[src/rtl/link_sync_ctrl_pkg.sv]
// Shared types and default parameters for the link sync controller.
// State encoding plus the comma/lock/slip timing defaults.
package link_sync_ctrl_pkg;

    typedef enum logic [1:0] {
        S_HUNT  = 2'd0,
        S_SLIP  = 2'd1,
        S_CHECK = 2'd2,
        S_SYNC  = 2'd3
    } state_e;

    localparam logic [7:0] DEF_COMMA     = 8'hBC;
    localparam int         DEF_N_LOCK    = 4;
    localparam int         DEF_MAX_RUN   = 64;
    localparam int         DEF_SLIP_TO   = 16;
    localparam int         DEF_SLIP_WAIT = 8;

endpackage

[src/rtl/sat_counter.sv]
// Saturating up-counter used for the link loss statistic.
// Sticks at all-ones once reached.
module sat_counter #(
    parameter int W = 8
) (
    input  logic         clk_i,
    input  logic         rst_ni,
    input  logic         inc_i,
    output logic [W-1:0] cnt_o
);

    logic [W-1:0] cnt_q, cnt_d;

    // increment unless already at the ceiling
    always_comb begin
        cnt_d = cnt_q;
        if (inc_i && (cnt_q != '1)) cnt_d = cnt_q + W'(1);
    end

    // count register
    always_ff @(posedge clk_i or negedge rst_ni) begin
        if (!rst_ni) cnt_q <= '0;
        else         cnt_q <= cnt_d;
    end

    assign cnt_o = cnt_q;

endmodule

[src/rtl/link_sync_ctrl.sv]
// Byte-stream comma alignment and lock controller.
// Hunts for commas, slips bit alignment, and tracks loss of sync.
module link_sync_ctrl
    import link_sync_ctrl_pkg::*;
#(
    parameter logic [7:0] COMMA     = DEF_COMMA,
    parameter int         N_LOCK    = DEF_N_LOCK,
    parameter int         MAX_RUN   = DEF_MAX_RUN,
    parameter int         SLIP_TO   = DEF_SLIP_TO,
    parameter int         SLIP_WAIT = DEF_SLIP_WAIT
) (
    input  logic       clk_f,
    input  logic       reset_L,
    input  logic [7:0] byte_in,
    input  logic       resync,
    output logic [7:0] data_out,
    output logic       valid_out,
    output logic       bit_slip,
    output logic       locked,
    output logic [7:0] loss_cnt
);

    localparam int MW = $clog2(SLIP_TO + 1);
    localparam int WW = $clog2(SLIP_WAIT + 1);
    localparam int CW = $clog2(N_LOCK + 1);
    localparam int RW = $clog2(MAX_RUN + 1);

    state_e        state_q, state_d;
    logic [MW-1:0] miss_q, miss_d;
    logic [WW-1:0] wait_q, wait_d;
    logic [CW-1:0] comma_q, comma_d;
    logic [RW-1:0] run_q, run_d;
    logic [7:0]    data_q;
    logic          valid_q, valid_d;
    logic          is_comma;
    logic          slip;
    logic          loss_inc;

    assign is_comma = (byte_in == COMMA);

    // next-state, counter updates and the Mealy slip/loss strobes
    always_comb begin
        state_d  = state_q;
        miss_d   = miss_q;
        wait_d   = wait_q;
        comma_d  = comma_q;
        run_d    = run_q;
        slip     = 1'b0;
        loss_inc = 1'b0;
        if (resync) begin
            state_d  = S_HUNT;
            miss_d   = '0;
            wait_d   = '0;
            comma_d  = '0;
            run_d    = '0;
            loss_inc = (state_q == S_SYNC);
        end else begin
            unique case (state_q)
                S_HUNT: begin
                    if (is_comma) begin
                        state_d = S_CHECK;
                        comma_d = CW'(1);
                        miss_d  = '0;
                    end else if (miss_q == MW'(SLIP_TO - 1)) begin
                        state_d = S_SLIP;
                        slip    = 1'b1;
                        miss_d  = '0;
                    end else begin
                        miss_d = miss_q + MW'(1);
                    end
                end
                S_SLIP: begin
                    if (wait_q == WW'(SLIP_WAIT - 1)) begin
                        state_d = S_HUNT;
                        wait_d  = '0;
                        miss_d  = '0;
                    end else begin
                        wait_d = wait_q + WW'(1);
                    end
                end
                S_CHECK: begin
                    if (!is_comma) begin
                        state_d = S_HUNT;
                        comma_d = '0;
                        miss_d  = '0;
                    end else if (comma_q == CW'(N_LOCK - 1)) begin
                        state_d = S_SYNC;
                        comma_d = '0;
                        run_d   = '0;
                    end else begin
                        comma_d = comma_q + CW'(1);
                    end
                end
                S_SYNC: begin
                    if (is_comma) begin
                        run_d = '0;
                    end else if (run_q == RW'(MAX_RUN)) begin
                        state_d  = S_HUNT;
                        run_d    = '0;
                        loss_inc = 1'b1;
                    end else begin
                        run_d = run_q + RW'(1);
                    end
                end
                default: state_d = S_HUNT;
            endcase
        end
    end

    // payload qualifies only if it stays in SYNC and is not a comma
    always_comb begin
        valid_d = (state_q == S_SYNC) && !is_comma && (state_d == S_SYNC);
    end

    // state, counters and the one-cycle-delayed payload
    always_ff @(posedge clk_f or negedge reset_L) begin
        if (!reset_L) begin
            state_q <= S_HUNT;
            miss_q  <= '0;
            wait_q  <= '0;
            comma_q <= '0;
            run_q   <= '0;
            data_q  <= '0;
            valid_q <= 1'b0;
        end else begin
            state_q <= state_d;
            miss_q  <= miss_d;
            wait_q  <= wait_d;
            comma_q <= comma_d;
            run_q   <= run_d;
            data_q  <= byte_in;
            valid_q <= valid_d;
        end
    end

    sat_counter #(
        .W(8)
    ) u_loss (
        .clk_i (clk_f),
        .rst_ni(reset_L),
        .inc_i (loss_inc),
        .cnt_o (loss_cnt)
    );

    assign data_out  = data_q;
    assign valid_out = valid_q;
    assign bit_slip  = slip;
    assign locked    = (state_q == S_SYNC);

endmodule

[config.mk]
export PLATFORM = sky130hd
export DESIGN_NAME = link_sync_ctrl
export DESIGN_NICKNAME = d
export VERILOG_FILES = /design/src/rtl/link_sync_ctrl_pkg.sv /design/src/rtl/sat_counter.sv /design/src/rtl/link_sync_ctrl.sv
export SDC_FILE = /design/constraint.sdc
export NUM_CORES = 1
export LEC_CHECK = 0
export BUFFER_PORTS_ARGS = -buffer_cell sky130_fd_sc_hd__buf_2
export CORE_UTILIZATION = 35
export CTS_CLUSTER_SIZE = 25
export DETAILED_ROUTE_END_ITERATION = 10
export GPL_TIMING_DRIVEN = 0
export MAX_ROUTING_LAYER = met4
export PLACE_DENSITY = 0.59
export SKIP_LAST_GASP = 1
export SLEW_MARGIN = 20
export SYNTH_ARGS = -nofsm -noshare
export SYNTH_HDL_FRONTEND = slang
export SYNTH_HIERARCHICAL = 1
export SYNTH_SLANG_ARGS = --single-unit
[constraint.sdc]
create_clock -name clk_f -period 1.9 [get_ports clk_f]
set_input_delay 0.38 -clock clk_f [delete_from_list [all_inputs] [get_ports clk_f]]
set_output_delay 0.38 -clock clk_f [all_outputs]
set_load 0.02 [all_outputs]
**Yosys cells after proc, flatten, opt, wreduce, memory -nomap -nowiden**

Cells that the tools add are included.

- Reduce and logical (&&, ||, !) cells: 12
- Multiplexer cells: 37
- Equal/unequal tests: 15
- Add/sub/neg operators: 5

Operators with widths:

| operator | number |
|---|---|
| two-way mux 7 bit | 5 |
| two-way mux 5 bit | 5 |
| two-way mux 2 bit | 8 |
| inequality test 3 bit, second input constant | 5 |
| case mux 5 bit (3 select lines) | 1 |
| case mux 7 bit (2 select lines) | 1 |
| two-way mux 3 bit | 4 |
| two-way mux 4 bit | 3 |
| adder 8 x 1 -> 8 bit, second input constant | 1 |
| equality test 8 bit, second input constant | 1 |
| two-way mux 1 bit | 8 |
| inequality test 8 bit, second input constant | 1 |
| case mux 2 bit (4 select lines) | 1 |
| adder 7 x 1 -> 7 bit, second input constant | 1 |
| equality test 7 bit, second input constant | 1 |
| equality test 2 bit, second input constant | 3 |
| case mux 3 bit (2 select lines) | 1 |
| AND reduction 3 bit | 2 |
| nonzero test 3 bit | 2 |
| adder 5 x 1 -> 5 bit, second input constant | 1 |
| equality test 5 x 4 -> 1 bit, second input constant | 1 |
| adder 4 x 1 -> 4 bit, second input constant | 1 |
| equality test 4 x 3 -> 1 bit, second input constant | 1 |
| nonzero test 4 bit | 1 |
| other kinds (8) | 10 |

- Output and inout port bits: 19
- Word-level logic and storage cells: 77
- Input port bits: 11
- Register bits: 38

**Longest topological paths before layout**

- Depth in word-level cells: 7
- Mapped depth: 9
- Mapped depth without buffers: 9

**Cells and area by module**

Netlist, hierarchy kept.

Modules (own cells, without submodules):

| module | cells each | times used | area each (um2) | sequential area each (um2) |
|---|---|---|---|---|
| link_sync_ctrl | 155 | 1 | 1605.3 | 750.7 |
| sat_counter | 34 | 1 | 407.9 | 200.2 |

**Least setup slack after synthesis**

Ideal clock, no wire load.

- Path type: register to register
- Start: reg run_q[0]
- End: reg u_loss.cnt_q[5] (netlist: u_loss/cnt_o[5])
- Path buffers: 0
- Stages on the path, launching flop included: 10
- Clock period less this slack: 2.003 ns
- Arrival: 1.878 ns
- Path slack: -0.103 ns
- Cell sequence: dfrtp_1 -> inv_1 -> ha_1 -> and4bb_1 -> o211a_1 -> nor2_1 -> nor2_1 -> and4_4 -> nand3_2 -> mux2_4

- Word-level cells in the longest chain between the ends: 6

RTL lines:

| element | line | RTL |
|---|---|---|
| start, declared | link_sync_ctrl.sv:32 | `logic [RW-1:0] run_q, run_d;` |
| start signal, assigned | link_sync_ctrl.sv:130 | `run_q <= run_d;` |
| equality test 7 bit | link_sync_ctrl.sv:97 | `end else if (run_q == RW'(MAX_RUN)) begin` |
| two-way mux 1 bit | link_sync_ctrl.sv:97 |  |
| two-way mux 1 bit | link_sync_ctrl.sv:95 | `if (is_comma) begin` |
| two-way mux 1 bit | link_sync_ctrl.sv:58 | `unique case (state_q)` |
| two-way mux 1 bit | link_sync_ctrl.sv:50 | `if (resync) begin` |
| net loss_inc | link_sync_ctrl.sv:37 | `logic loss_inc;` |
| logical AND 1 bit | sat_counter.sv:17 | `if (inc_i && (cnt_q != '1)) cnt_d = cnt_q + W'(1);` |
| end signal, assigned | sat_counter.sv:23 | `else cnt_q <= cnt_d;` |
| end, declared | sat_counter.sv:12 | `logic [W-1:0] cnt_q, cnt_d;` |

The timed path passes the listed nets, and every way through them passes these cells.
A chain may end at the register's enable or synchronous reset.

**Worst setup path after layout**

- Start: reg miss_q[0]
- End: out bit_slip

- Word-level cells in the longest chain between the ends: 5

RTL lines:

| element | line | RTL |
|---|---|---|
| start, declared | link_sync_ctrl.sv:29 | `logic [MW-1:0] miss_q, miss_d;` |
| start signal, assigned | link_sync_ctrl.sv:127 | `miss_q <= miss_d;` |
| equality test 5 x 4 -> 1 bit | link_sync_ctrl.sv:64 | `end else if (miss_q == MW'(SLIP_TO - 1)) begin` |
| two-way mux 1 bit | link_sync_ctrl.sv:64 |  |
| two-way mux 1 bit | link_sync_ctrl.sv:60 | `if (is_comma) begin` |
| two-way mux 1 bit | link_sync_ctrl.sv:58 |  |
| two-way mux 1 bit | link_sync_ctrl.sv:50 |  |
| end, declared | link_sync_ctrl.sv:18 | `output logic bit_slip,` |

Every way passes these cells.

==> metrics <==
Comb power frac 12.8%; Area Growth Syn to Fin 27.7%; share of layout cells above drive strength 1 36.4%; DR iter-0 viols 98; TritonRoute pass-1 iters 4; WP data arrival 1590 ps; RSZ-0062 raised after global routing yes; worst path cell trace ha_2 -> nand3_1 -> or2_2 -> nor3_2 -> buf_4; mux cell area share after synthesis 4.41%; DRC Markers 0; GP Congestion 0.823; Peak VDD IR 0.259 mV; failing checks setup timing; ys flop type dfrtp_1; post-synthesis cell type count 52; startpoint class of the critical path flop; largest net degree at the start of global routing 39; post-synthesis compound-gate area fraction 15.5%; worst setup margin -65.4 ps; dpl ws -414 ps; outcome finished, violations left; setup violators final 3; cts hold-fix bufs 0; Antenna diodes 0; CTS tree built; Initial Util 36.3%; Sw Ratio 24.9%; Crit Path Max Fanout 3; Max Cap Viol 0; # nets final 256; number of port buffers 28; Synth Area in XOR/XNOR 1.31%; synthesized flop and latch total 38; Slew Limit Fails 0; Worst Hold Class input pin to asynchronous set/reset pin; final worst-path cycle share 103%; Async SR Flop Fraction 100%; post-DR vias/cell 5.31; largest stage delay on the critical path 380 ps; DIE WIDTH 77.8 microns; Filler cells 529; number of global-route vias before repair 1,551; Reg clk slew, reported paths 70 ps; internal power 1.33 mW; Syn. warnings 6; Critical Path Sink Type output pin; Antenna Nets Post-Route 0; cells after synthesis 189; leakage 1.19 nW; Final Hold Viols 0; Slowest cell on crit path dfrtp_1; full die area 6060 sq um; Root Driver clkbuf_8; CTS sink cnt 38; row cnt 27; Total GRT Usage 15.2%; Psw 0.441 mW; Adder-Cell Fraction of Synth Area 6.22%; initial antenna violation count 0; remaining global-route overflow 0; synthesized cell area 2010 sq um; syn avg cell area 10.7 sq um; DRT Wirelength 4350 microns; pwr/cell area 690 nW/um^2; FF-to-FF Start run_q[1]; most common cell after layout, fill and taps aside dfrtp_1; Clk pwr share 38.5%; Sum Neg Setup Slack -125 ps; worst skew pair latency 290 ps; Wirelength per Cell 14.1 microns; number of flops mapped to enable cells by yosys 0; I/O pin count 30; largest family of logic cells by synthesized area simple AND/OR/NAND/NOR gates; Clock Path Buffers 2; Max Clock Skew 2.94 ps; Reg power frac 48.7%; most frequent cells in the layout dfrtp_1 (36), buf_2 (27), nand2_1 (14); sequential fraction of the synthesis area 47.2%; Achievable Freq 509 MHz; CTS Buf Count 5; H-tree Lvls 2; Synth Area in Simple Gates 23.1%; chip height 77.8 microns; Tmin final 1970 ps; Slew headroom 44.8%; Critical path origin miss_q[0]; Tightest Pin Transition 828 ps; WS Path Type flop to output pin; total power 1.77 mW; first-pass GRT wire length 7160 microns; Core Area 5540 sq um; syn nets 210; HPWL after DPL 2860 microns; CP Data Required Time 1520 ps; via count 1,635
-- worst max-delay path, delay by kind of cell, from the launching register on --
| kind | cells | cell delay (ps) |
|---|---|---|
| DFF | 1 | 380 |
| adders and majority gates | 1 | 200 |
| buffers and inverters | 1 | 170 |
| and+or+nand+nor | 3 | 550 |
-- cells in the mapped netlist (3+ instances only) --
| library cell | instances | area share [%] |
|---|---|---|
| a31oi_1 | 3 | 0.93 |
| o21ai_0 | 7 | 1.7 |
| and4b_1 | 3 | 1.5 |
| mux2i_1 | 4 | 2.0 |
| nor3_1 | 3 | 0.75 |
| nand3_1 | 11 | 2.7 |
| nand2_1 | 14 | 2.6 |
| a22o_1 | 3 | 1.3 |
| a21oi_1 | 12 | 3.0 |
| clkbuf_1 | 4 | 0.75 |
| nor2_1 | 15 | 2.8 |
| or3_1 | 3 | 0.93 |
| ha_1 | 10 | 6.2 |
| dfrtp_1 | 38 | 47 |
| inv_1 | 8 | 1.5 |
| nor2b_1 | 3 | 0.93 |
-- cells by family after synthesis --
group                    count (synthesis)
AND/OR/NAND/NOR                         74
AO/OA/AOI/OAI                           44
flip-flops                              38
buffers and inverters                   12
adder cells (fa/ha/maj)                 10
multiplexers                             8
XOR/XNOR                                 3
-- what timing repair did --
action                     in CTS  in global routing
resized for setup              11                 19
buffers inserted                7                  6
setup endpoints to repair      19                 20
pin swaps                       5                  8
-- layout make-up --
| cell class | count | area (sq um) | area share [%] |
|---|---|---|---|
| Inverter | 8 | 30.0 | 1.17 |
| Tap cell | 72 | 90.1 | 3.51 |
| Timing Repair Buffer | 41 | 248 | 9.64 |
| Clock buffer | 5 | 68.8 | 2.68 |
| Multi-Input combinational cell | 139 | 1130 | 43.8 |
| Sequential cell | 38 | 953 | 37.1 |
| Clock inverter | 3 | 45.0 | 1.75 |
| Buffer | 2 | 8.76 | 0.341 |
-- per-stage QoR --
| stage | hold WS [ps] | cells | utilization (%) | area [sq um] |
|---|---|---|---|---|
| 4_1_cts | 211 | 303 | 44.3 | 2450 |
| 2_1_floorplan | 84.4 | 189 | - | 2020 |
| 3_5_place_dp | 507 | 289 | 40.5 | 2250 |
| 5_1_grt | 215 | 308 | 46.4 | 2570 |
| 6_report | 184 | 308 | 46.4 | 2570 |
| 3_3_place_gp | 490 | 289 | 40.5 | 2250 |
-- final timing paths --
check | slack (ps) | cells past startpoint | endpoint
max | -70 | 5 | bit_slip
min | 180 | 1 | miss_q[1]
max reg2reg | -50 | 9 | u_loss/cnt_o[5]
min reg2reg | 530 | 1 | miss_q[4]
max in group asynchronous | 1140 | 1 | state_q[1]
min in group clk_f | 220 | 1 | data_out[1]
-- metal layers --
metal  up-vias  part of all wire (%)  global-route usage, %
met4         0                  0.96                   4.72
met2        60                    46                   23.6
met5         -                     0                      -
met1       785                    47                   19.8
li1        785                     -                      -
met3         5                   5.7                   3.29
-- sequential cells by signal, indices dropped and copies added, names as in the netlist --
register / flops
run_q: 7
wait_q: 4
data_out: 8
valid_out: 1
state_q: 2
u_loss/cnt_o: 8
comma_q: 3
miss_q: 5
-- power by group through the flow --
stage                     logic, mW  registers, mW  clock network [mW]
after floorplan               0.101          0.886                   0
after global placement        0.173          0.879                   0
after detailed placement      0.175          0.879                   0
after CTS                     0.182          0.864               0.703
after global routing          0.253          0.866               0.741
final                         0.227          0.863               0.683
No activity file was read; power rests on OpenSTA's default activity.
